**src/rtl/produto_bcd.sv**
```systemverilog
// Sequential binary-to-BCD converter (double-dabble, one iteration per clock).
// Optional 7-segment output when SEG7_ENCODER_EN is defined.
module produto_bcd #(
  parameter int WIDTH  = 8,
  parameter int DIGITS = 3
) (
  input  logic                  Clk,
  input  logic                  Rst,
  input  logic                  St,
  input  logic [WIDTH-1:0]      Binario,
  output logic                  Idle,
  output logic                  Done,
  output logic [4*DIGITS-1:0]   Bcd
`ifdef SEG7_ENCODER_EN
  ,
  output logic [7*DIGITS-1:0]   Seg
`endif
);

  localparam int SW = 4*DIGITS + WIDTH;
  localparam int CW = $clog2(WIDTH + 1);

  typedef enum logic [1:0] {IDLE, CONV, FIM} state_t;

  state_t          state, state_nxt;
  logic [SW-1:0]   sr, sr_adj, sr_shl;
  logic [CW-1:0]   cnt;
  logic            last;

  // Add-3 correction on every BCD nibble, all in parallel, before the shift.
  always_comb begin
    sr_adj = sr;
    for (int i = 0; i < DIGITS; i++) begin
      if (sr[WIDTH+4*i +: 4] >= 4'd5)
        sr_adj[WIDTH+4*i +: 4] = sr[WIDTH+4*i +: 4] + 4'd3;
    end
  end

  assign sr_shl = {sr_adj[SW-2:0], 1'b0};
  assign last   = (cnt == CW'(WIDTH-1));

  always_ff @(posedge Clk or posedge Rst) begin
    if (Rst) state <= IDLE;
    else     state <= state_nxt;
  end

  always_comb begin
    state_nxt = state;
    case (state)
      IDLE:    if (St) state_nxt = CONV;
      CONV:    if (last) state_nxt = FIM;
      FIM:     state_nxt = IDLE;
      default: state_nxt = IDLE;
    endcase
  end

  assign Idle = (state == IDLE);
  assign Done = (state == FIM);

  always_ff @(posedge Clk or posedge Rst) begin
    if (Rst) begin
      sr  <= '0;
      cnt <= '0;
      Bcd <= '0;
    end else begin
      case (state)
        IDLE: if (St) begin
          sr  <= {{(4*DIGITS){1'b0}}, Binario};
          cnt <= '0;
        end
        CONV: begin
          sr  <= sr_shl;
          cnt <= cnt + CW'(1);
          if (last) Bcd <= sr_shl[SW-1:WIDTH];
        end
        default: ;
      endcase
    end
  end

`ifdef SEG7_ENCODER_EN
  function automatic logic [6:0] seg7(input logic [3:0] d);
    case (d)
      4'd0:    seg7 = 7'b0111111;
      4'd1:    seg7 = 7'b0000110;
      4'd2:    seg7 = 7'b1011011;
      4'd3:    seg7 = 7'b1001111;
      4'd4:    seg7 = 7'b1100110;
      4'd5:    seg7 = 7'b1101101;
      4'd6:    seg7 = 7'b1111101;
      4'd7:    seg7 = 7'b0000111;
      4'd8:    seg7 = 7'b1111111;
      4'd9:    seg7 = 7'b1101111;
      default: seg7 = 7'b0000000;
    endcase
  endfunction

  // Decoded from the same post-shift value that loads Bcd, so both update together.
  always_ff @(posedge Clk or posedge Rst) begin
    if (Rst) begin
      for (int i = 0; i < DIGITS; i++) Seg[7*i +: 7] <= 7'b0111111;
    end else if (state == CONV && last) begin
      for (int i = 0; i < DIGITS; i++) Seg[7*i +: 7] <= seg7(sr_shl[WIDTH+4*i +: 4]);
    end
  end
`endif

endmodule
```
**config.mk**
```make
export PLATFORM = sky130hd
export DESIGN_NAME = produto_bcd
export DESIGN_NICKNAME = d
export VERILOG_FILES = /design/src/rtl/produto_bcd.sv
export SDC_FILE = /design/constraint.sdc
export NUM_CORES = 1
export LEC_CHECK = 0
export ABC_AREA = 1
export CAP_MARGIN = 20
export CORE_AREA = 2 2 67 95
export DETAILED_ROUTE_END_ITERATION = 8
export DIE_AREA = 0 0 69 97
export PLACE_DENSITY = 0.6
export SLEW_MARGIN = 15
export SYNTH_ARGS = -nofsm -noshare
export SYNTH_HDL_FRONTEND = slang
export SYNTH_SLANG_ARGS = --single-unit
export TNS_END_PERCENT = 30
```
**constraint.sdc**
```tcl
create_clock -name Clk -period 1.2 [get_ports Clk]
set_input_delay 0.12 -clock Clk [delete_from_list [all_inputs] [get_ports Clk]]
set_output_delay 0.12 -clock Clk [all_outputs]
set_load 0.1 [all_outputs]
```
== After elaboration in Yosys (flattened, before gate mapping) ==
Cells that the tools add are included.
Operators by class
  equality and inequality tests: 5
  order comparisons: 3
  $add $sub $neg: 4
  reduce and logical (&&, ||, !) cells: 5
  muxes and demuxes: 10
Operators by type and width (number)
  $pmux 20 s2: 1
  $mux 20: 1
  $ge 4x3->1 const B: 3
  $mux 4: 3
  $add 4x2->4 const B: 2
  $pmux 4 s2: 1
  $reduce_and 2->1: 3
  $add 4x1->4 const B: 1
  $eq 4x3->1 const B: 1
  $mux 2: 2
  $ne 2x2->1 const B: 2
  $pmux 2 s2: 1
  $add 3x2->3 const B: 1
  $mux 3: 1
  $eq 2x1->1 const B: 1
  $eq 2x2->1 const B: 1
  $logic_not 2->1: 1
  $reduce_bool 2->1: 1
Storage, ports and cells
  register bits: 38
  bits of input ports: 11
  output and inout bits: 14
  logic and storage cells: 31

== Logic depth before layout (Yosys ltp) ==
Gate-level depths: netlist (run 1).
  depth after elaboration: 3
  depth in mapped cells: 8
  gate-level depth less buffers: 8

== Worst setup path before layout (run 1) ==
OpenSTA, ideal clock, no wires.
  kind: register to output
  from: reg state[1]
  to: out Done
  required time: 1080 ps
  cell stages (with the launch flop): 3
  setup slack: -651 ps
  arrival: 1731 ps
  path buffers: 0
  cells stage by stage: dfrtp_1 > inv_2 > nor2_1
On the way
  cells in the longest elaborated chain, start to end: 1
Ends and longest elaborated chain
  start: declaration: RTL line 25  | state_t state, state_nxt;
  start signal: assignment: RTL line 44  | else state <= state_nxt;
  $eq 2x2->1: RTL line 58  | assign Done = (state == FIM);
  end: declaration: RTL line 12  | output logic Done,
No other way between the ends.

== Worst setup path after layout (run 1) ==
  from: reg state[1]
  to: out Idle
On the way
  cells in the longest elaborated chain, start to end: 1
Ends and longest elaborated chain
  $logic_not 2->1: RTL line 57  | assign Idle = (state == IDLE);
  end: declaration: RTL line 11  | output logic Idle,
No other way between the ends.

==> out/qor.txt, run 1 <==
Cells after DPL: 345
Cell Area, Synth: 0.001886 sq mm
ANT nets after route: 0
Non-filler instance count after layout: 360
CTS H-tree lvls: 2
Worst skew pair latency: 290 ps
Top cells by area, synth: dfrtp_1, nand2_1, nand3_1
Worst r2r src: cnt[0]$_DFFE_PP0P_
Antenna cell count: 0
Crit path time final: 1243 ps
Multiplexer share of the synthesized area: 0%
Row Count: 33
Sequential share of the synthesized area: 50.43%
Number of remaining DRC errors: 0
Synth cell types: 20
Vias in the first global route: 1,733
Vias/cell: 4.703
DIE WIDTH: 69 microns
Fin. max-slew vios: 0
Largest net degree at the start of global routing: 39
Via count: 1,693
Share of cells above drive strength 1: 36.21%
Compound-Gate Fraction of Synth Area: 4.446%
Largest area contributor in the netlist: dfrtp_1
Average cell area after synthesis: 8.198 sq um
First-pass GRT wire length: 7369 microns
Clock slew at reported path FFs: 80 ps
Synth Net Count: 248
Clock buffer count from CTS: 5
Post-place setup slack: -69.48 ps
Fraction of the mapped netlist area in simple logic gates: 33.44%
Worst setup path category: flip-flop to output port
IO Pins: 25
Hold WS: 176.7 ps
Synth Instances: 230
Startpoint types: flip-flop
Arr. time, crit path: 1120 ps
Final wirelength: 4389 microns
Hold buffer count at CTS: 0
Share of the synthesized area in the top cell type: 50.43%
Die Y: 97 microns
Synth Area in XOR/XNOR: 0%
Hold crit path type: primary input to asynchronous set/reset pin
Post-DP HPWL: 2920 microns
Main combinational cell family by area after synthesis: simple AND/OR/NAND/NOR gates
Highest clock rate: 804.4 MHz
Root buffer selected by CTS: clkbuf_8
Violated checks: setup timing
Die area: 0.006693 sq mm
Final setup fails: 9
Initial drt markers: 101
Final count of hold timing violations: 0
IO buf count: 24
Unrepaired setup endpoints after global routing: yes
Initial Util: 32.62%
Status: complete, but fails checks
#FFs+latches synth: 38
CP max FO: 3
Adder-cell share of the synthesized area: 4.645%
CP endpoint kind: output port
Core Region: 0.005781 sq mm
Period utilization: 103.6%
Final worst setup slack: -43.23 ps
Worst-Margin Slew: 310.2 ps
Initial antenna violation count: 0
Worst EP required: 1080 ps
Clock buffer depth: 2
Routability cong.: 0.8975
CTS tree: yes
Relative slew margins: 79.32%
CTS Sinks: 38
Layout Skew: 7.654 ps
First-pass iteration count of the detailed router: 4
Max_cap viols: 0
Nets: 307
Critical path origin: state[1]$_DFFE_PP0P_
GR Overflow Total: 0
P&R area growth vs syn: 51.69%
WL per Instance: 12.19 microns
Ys Warns: 0
Overall routing resource usage: 13.38%
[timing repair]
action | 4_1_cts | 5_1_grt
setup endpoints to repair | 25 | 36
pin swaps | 7 | 19
buffers inserted | 3 | 4
gates resized for setup | 18 | 38
[per-stage QoR]
step           TNS, ps  cell area, sq um  util (%)
2_1_floorplan   -264.8              1908         -
3_3_place_gp    -270.3              2535     43.85
3_5_place_dp    -681.2              2535     43.85
4_1_cts         -314.3              2710     46.88
5_1_grt          -1960              2860     49.48
6_report        -160.3              2860     49.48
[cell usage after synthesis (all sizes together)]
library cell,count
a21boi,2
a21oi,2
buf,5
dfrtp,38
ha,7
inv,21
nand2,99
nand3,30
nand4,7
nor2,8
o211ai,1
o21ai,9
o22ai,1
[state kept, by name, summed over array words and instances, names as in the netlist]
name and cells:
Bcd 12, sr 20, state 2, cnt 4
[final cells by class]
cell class	instances	area (sq um)
clock buffer	6	82.58
clock inverter	2	12.51
fill	556	2920
inverter	21	88.84
multi-input combinational	166	982.2
sequential	38	950.9
tap	70	87.58
timing repair buffer	57	655.6
[cells in the final DEF, fill, tap and decap left out]
master,n
o22ai_1,1
ha_1,4
inv_4,2
o21ai_0,4
clkbuf_8,6
nand2_1,84
a21boi_2,1
clkinvlp_4,1
buf_12,15
nor2_1,3
a21oi_2,1
nand3_2,10
a21oi_1,1
inv_6,1
a21boi_4,1
nand2_4,4
dfrtp_1,38
buf_4,28
inv_2,8
clkinv_2,1
nand2_2,11
inv_1,10
nand4_1,7
nor2_4,4
buf_6,4
clkdlybuf4s50_1,10
o21ai_1,4
ha_2,1
nand3_1,18
nand3_4,2
o21ai_2,1
ha_4,2
o211ai_1,1
nor2_2,1
[logic make-up (layout without fill, tap and decap cells)]
| group | after synthesis | after routing |
|---|---|---|
| AND/OR/NAND/NOR | 144 | 144 |
| flip-flops | 38 | 38 |
| buffers and inverters | 26 | 86 |
| AO/OA/AOI/OAI | 15 | 15 |
| adder cells (fa/ha/maj) | 7 | 7 |
[path summary, 6_finish.rpt]
kind                                        to  cells past startpoint  slack [ps]
hold / removal               sr[9]$_DFFE_PP0P_                      3         180
setup / recovery                          Idle                      3         -40
setup reg to reg            Bcd[6]$_DFFE_PP0P_                      6         -10
min in group Clk             sr[0]$_DFFE_PP0P_                      3         370
max in group asynchronous  Bcd[10]$_DFFE_PP0P_                      3         820
hold reg to reg              sr[0]$_DFFE_PP0P_                      2         480
[worst max-delay path, stage by stage (launching register included)]
cell	delay (ps)
dfrtp_1	430
buf_6	140
nor2_4	90
buf_12	180
[layer usage]
layer	part of all wire, %	track usage (%)	wire length (microns)
met2	53	23.45	2341
met4	2.8	6.033	121
met5	0	0	0
met1	41	15.09	1802
met3	2.8	3.333	124
Power of run 1 is left out: the tool's default activity adds up to more than one toggle a clock period on the data nets, which glitch-free logic cannot reach.
==> run 2, diff against run 1 <==
- PLACE_DENSITY: 0.6 -> 0.54
==> run 2 against run 1 <==
The run still ends with setup timing left. Largest cell class unchanged. Flip-flop and latch count unchanged. Final area decreased by 2.2%. Sequential share of layout area increased by 0.74 points. Non-clock buffer count down 6. First-iteration DRC count shrank 12%. Clock-buffer cell count grew 1. Via count decreased by 1.8%.
==> out/qor.txt, run 2 (same netlist as run 1, synthesis figures left out) <==
Status: complete, but fails checks
Violated checks: setup timing
Worst-Margin Slew: 271.2 ps
GR Overflow Total: 0
Clock slew at reported path FFs: 70 ps
Critical R2R Capture: Bcd[1]$_DFFE_PP0P_
Startpoint types: flip-flop
Largest Register: sr
Initial drt markers: 89
IO buf count: 24
CTS H-tree lvls: 2
Period utilization: 104.1%
Final worst setup slack: -49.27 ps
P&R area growth vs syn: 48.37%
Root buffer selected by CTS: clkbuf_8
Setup TNS: -89.25 ps
DP Area: 0.002525 sq mm
Highest-count cells in the layout ignoring fill and taps: nand2_1, dfrtp_1, nand3_1, buf_4, buf_12
Worst r2r src: state[1]$_DFFE_PP0P_
Share of cells above drive strength 1: 32.75%
Clock buffer depth: 2
Routability cong.: 0.9146
Die Y: 97 microns
CTS tree: yes
Worst EP required: 1080 ps
Layout Skew: 7.471 ps
Worst skew pair latency: 290 ps
Worst setup path category: flip-flop to output port
Via count: 1,662
Highest clock rate: 800.5 MHz
Antenna cell count: 0
Core Region: 0.005781 sq mm
Max_cap viols: 0
Max FFs per register: 20
Hold crit path type: primary input to asynchronous set/reset pin
Final instance area: 0.002798 sq mm
Final setup fails: 4
Commonest non-fill, non-tap cell in the layout: nand2_1
Final wirelength: 4291 microns
Unrepaired setup endpoints after global routing: yes
Final core occ: 48.40%
First-pass GRT wire length: 7362 microns
Overall routing resource usage: 13.57%
CP endpoint kind: output port
Row Count: 33
IO Pins: 25
First-pass iteration count of the detailed router: 4
WL per Instance: 12.12 microns
Relative slew margins: 81.92%
CTS Sinks: 38
Reg2reg path depth: 6
Vias/cell: 4.695
Number of remaining DRC errors: 0
Die area: 0.006693 sq mm
Nets: 301
Fin. max-slew vios: 0
DIE WIDTH: 69 microns
Reg-to-reg slack, setup: -10 ps
ANT nets after route: 0
Vias in the first global route: 1,712
Biggest regs: sr x20, Bcd x12, cnt x4
Crit path time final: 1249 ps
CP max FO: 2
Clock buffer count from CTS: 5
Arr. time, crit path: 1130 ps
Largest net degree at the start of global routing: 39
Post-DP HPWL: 2914 microns
Final count of hold timing violations: 0
Initial Util: 32.62%
Initial antenna violation count: 0
## run 2: repair_timing
item,4_1_cts,5_1_grt
endpoints found under the setup margin,23,30
hold buffers,0,0
setup buffers,2,2
pin swaps,2,12
gates resized for setup,21,28
## run 2: worst max path at each step
stage                         start                  to  cells after the start
5_1_grt        state[1]$_DFFE_PP0P_  Bcd[1]$_DFFE_PP0P_                      6
3_5_place_dp      sr[9]$_DFFE_PP0P_  sr[11]$_DFFE_PP0P_                      7
6_report       state[0]$_DFFE_PP0P_                Idle                      3
4_1_cts        state[1]$_DFFE_PP0P_                Idle                      3
3_3_place_gp      sr[8]$_DFFE_PP0P_  sr[10]$_DFFE_PP0P_                      8
2_1_floorplan    cnt[0]$_DFFE_PP0P_  Bcd[1]$_DFFE_PP0P_                      7
## run 2: cell type report
class,count,area [sq um]
clock inverter,1,5.005
clock buffer,7,86.33
tap,70,87.58
inverter,21,91.34
sequential,38,950.9
timing repair buffer,51,615.6
multi-input combinational,166,960.9
fill,559,2983
## run 2: per-layer routing
layer	track usage (%)	part of all wire, %	routed length [microns]	vias to the layer above
met1	14.30	40	1710	773
met2	24.85	55	2349	36
li1	-	-	-	845
met3	3.229	3.2	138	8
met5	0	0	0	-
met4	6.486	2.1	92	0
## run 2: per-stage QoR
step / hold WS (ps) / worst slack (ps) / cells
2_1_floorplan: 236.6 / -26.93 / 230
3_3_place_gp: 456.2 / -47.52 / 342
3_5_place_dp: 465.7 / -86.77 / 342
4_1_cts: 177.4 / -72.08 / 352
5_1_grt: 188.9 / -84.46 / 354
6_report: 171.6 / -49.27 / 354
## run 2: critical path: stages (launching register included)
cell and delay (ps):
dfrtp_1 380, buf_4 150, nor2_4 120, buf_12 180
Power of run 2 is left out for the same reason.
==> run 3, diff against run 2 <==
- CTS_CLUSTER_SIZE: not set -> 10
- GPL_ROUTABILITY_DRIVEN: not set -> 1
- MAX_ROUTING_LAYER: not set -> met4
==> run 3 against run 2 <==
The run still ends with setup timing left. Register-to-register slack about the same. Sequential share of layout area did not move. Die area stayed put. Via count down 0.18%. Clock-buffer cell count unchanged. Hold slack worse by 0.66 ps. Wire length about the same. Maximum frequency about the same. Setup slack got worse by 0.70 ps. Critical endpoint unchanged. Largest cell class unchanged.
==> out/qor.txt, run 3 (same netlist as run 1, synthesis figures left out) <==
Final worst setup slack: -49.97 ps
Root buffer selected by CTS: clkbuf_8
CP endpoint kind: output port
Row Count: 33
Fin. max-slew vios: 0
Reg-to-reg slack, setup: -10 ps
Final setup fails: 4
Clock buffer count from CTS: 5
Status: complete, but fails checks
Final wirelength: 4290 microns
Setup TNS: -91.32 ps
Antenna cell count: 0
Violated checks: setup timing
DIE WIDTH: 69 microns
Max FFs per register: 20
Number of remaining DRC errors: 0
Overall routing resource usage: 13.95%
Worst-Margin Slew: 271.2 ps
CTS tree: yes
Initial drt markers: 98
GR Overflow Total: 0
IO Pins: 25
Largest net degree at the start of global routing: 39
Worst r2r src: state[1]$_DFFE_PP0P_
Post-place setup slack: -86.77 ps
Final count of hold timing violations: 0
Commonest non-fill, non-tap cell in the layout: nand2_1
Vias in the first global route: 1,712
Vias/cell: 4.686
Top cell family by delay on the critical path: flip-flops
Critical R2R Capture: Bcd[1]$_DFFE_PP0P_
IO buf count: 24
Max_cap viols: 0
Fillers: 559
CP peak stage delay: 380 ps
Worst EP required: 1080 ps
Clock buffer depth: 2
Clock slew at reported path FFs: 70 ps
DP Area: 0.002525 sq mm
CTS H-tree lvls: 2
Max stage delay cell, worst path: dfrtp_1
Die area: 0.006693 sq mm
CP max FO: 2
Share of cells above drive strength 1: 32.75%
First-pass iteration count of the detailed router: 4
Highest-count cells in the layout ignoring fill and taps: nand2_1, dfrtp_1, nand3_1, buf_4, buf_12
Buf+Inv Stages, Crit Path: 2
Startpoint types: flip-flop
Period utilization: 104.2%
Crit path time final: 1250 ps
Core Region: 0.005781 sq mm
Post-DP HPWL: 2914 microns
Hold buffer count at CTS: 0
Routability cong.: 0.9306
Hold crit path type: primary input to asynchronous set/reset pin
Final instance area: 0.002798 sq mm
Unrepaired setup endpoints after global routing: yes
Biggest regs: sr x20, Bcd x12, cnt x4
P&R area growth vs syn: 48.37%
Via count: 1,659
Worst skew pair latency: 290 ps
WL per Instance: 12.12 microns
Initial Util: 32.62%
Largest Register: sr
Nets: 301
Crit-path cells: buf_4 > nor2_4 > buf_12
Hold WS: 171.0 ps
Initial antenna violation count: 0
Arr. time, crit path: 1130 ps
Reg2reg path depth: 6
ANT nets after route: 0
Die Y: 97 microns
First-pass GRT wire length: 7362 microns
Layout Skew: 7.551 ps
Relative slew margins: 81.92%
Highest clock rate: 800.0 MHz
CTS Sinks: 38
Worst setup path category: flip-flop to output port
==> run 3: worst max path at each step <==
stage	end	slack, ps	start	cells after the start
3_5_place_dp	sr[11]$_DFFE_PP0P_	-90	sr[9]$_DFFE_PP0P_	7
3_3_place_gp	sr[10]$_DFFE_PP0P_	-50	sr[8]$_DFFE_PP0P_	8
4_1_cts	Idle	-70	state[1]$_DFFE_PP0P_	3
5_1_grt	Bcd[1]$_DFFE_PP0P_	-80	state[1]$_DFFE_PP0P_	6
2_1_floorplan	Bcd[1]$_DFFE_PP0P_	-30	cnt[0]$_DFFE_PP0P_	7
6_report	Idle	-50	state[0]$_DFFE_PP0P_	3
==> run 3: metal layers <==
layer	GRT usage, %	share of wire [%]
met5	-	0
met2	24.85	55
met3	3.229	3.2
met4	6.486	2.1
met1	14.30	40
==> run 3: final cells by class <==
cell class	instances	area [sq um]	share of cell area (%)
flip-flops and latches	38	950.9	33.99
repair buffers	51	615.6	22.00
well taps	70	87.58	3.131
clock buffers	7	86.33	3.086
clock inverters	1	5.005	0.1789
inverters	21	91.34	3.265
multi-input cells	166	960.9	34.35
==> run 3: tightest hold or removal path, delay by kind of cell <==
kind / cells / cell delay, ps
buffers and inverters: 3 / 710
==> run 3: stage by stage <==
step,instances,util [%]
2_1_floorplan,230,-
3_3_place_gp,342,43.68
3_5_place_dp,342,43.68
4_1_cts,352,46.56
5_1_grt,354,48.40
6_report,354,48.40
==> run 3: timing repair <==
action                     in CTS  in global routing
setup buffers                   2                  2
gates resized for setup        21                 28
gates cloned                    0                  0
pin swaps                       2                 12
setup endpoints to repair      23                 30
Power of run 3 is left out for the same reason.
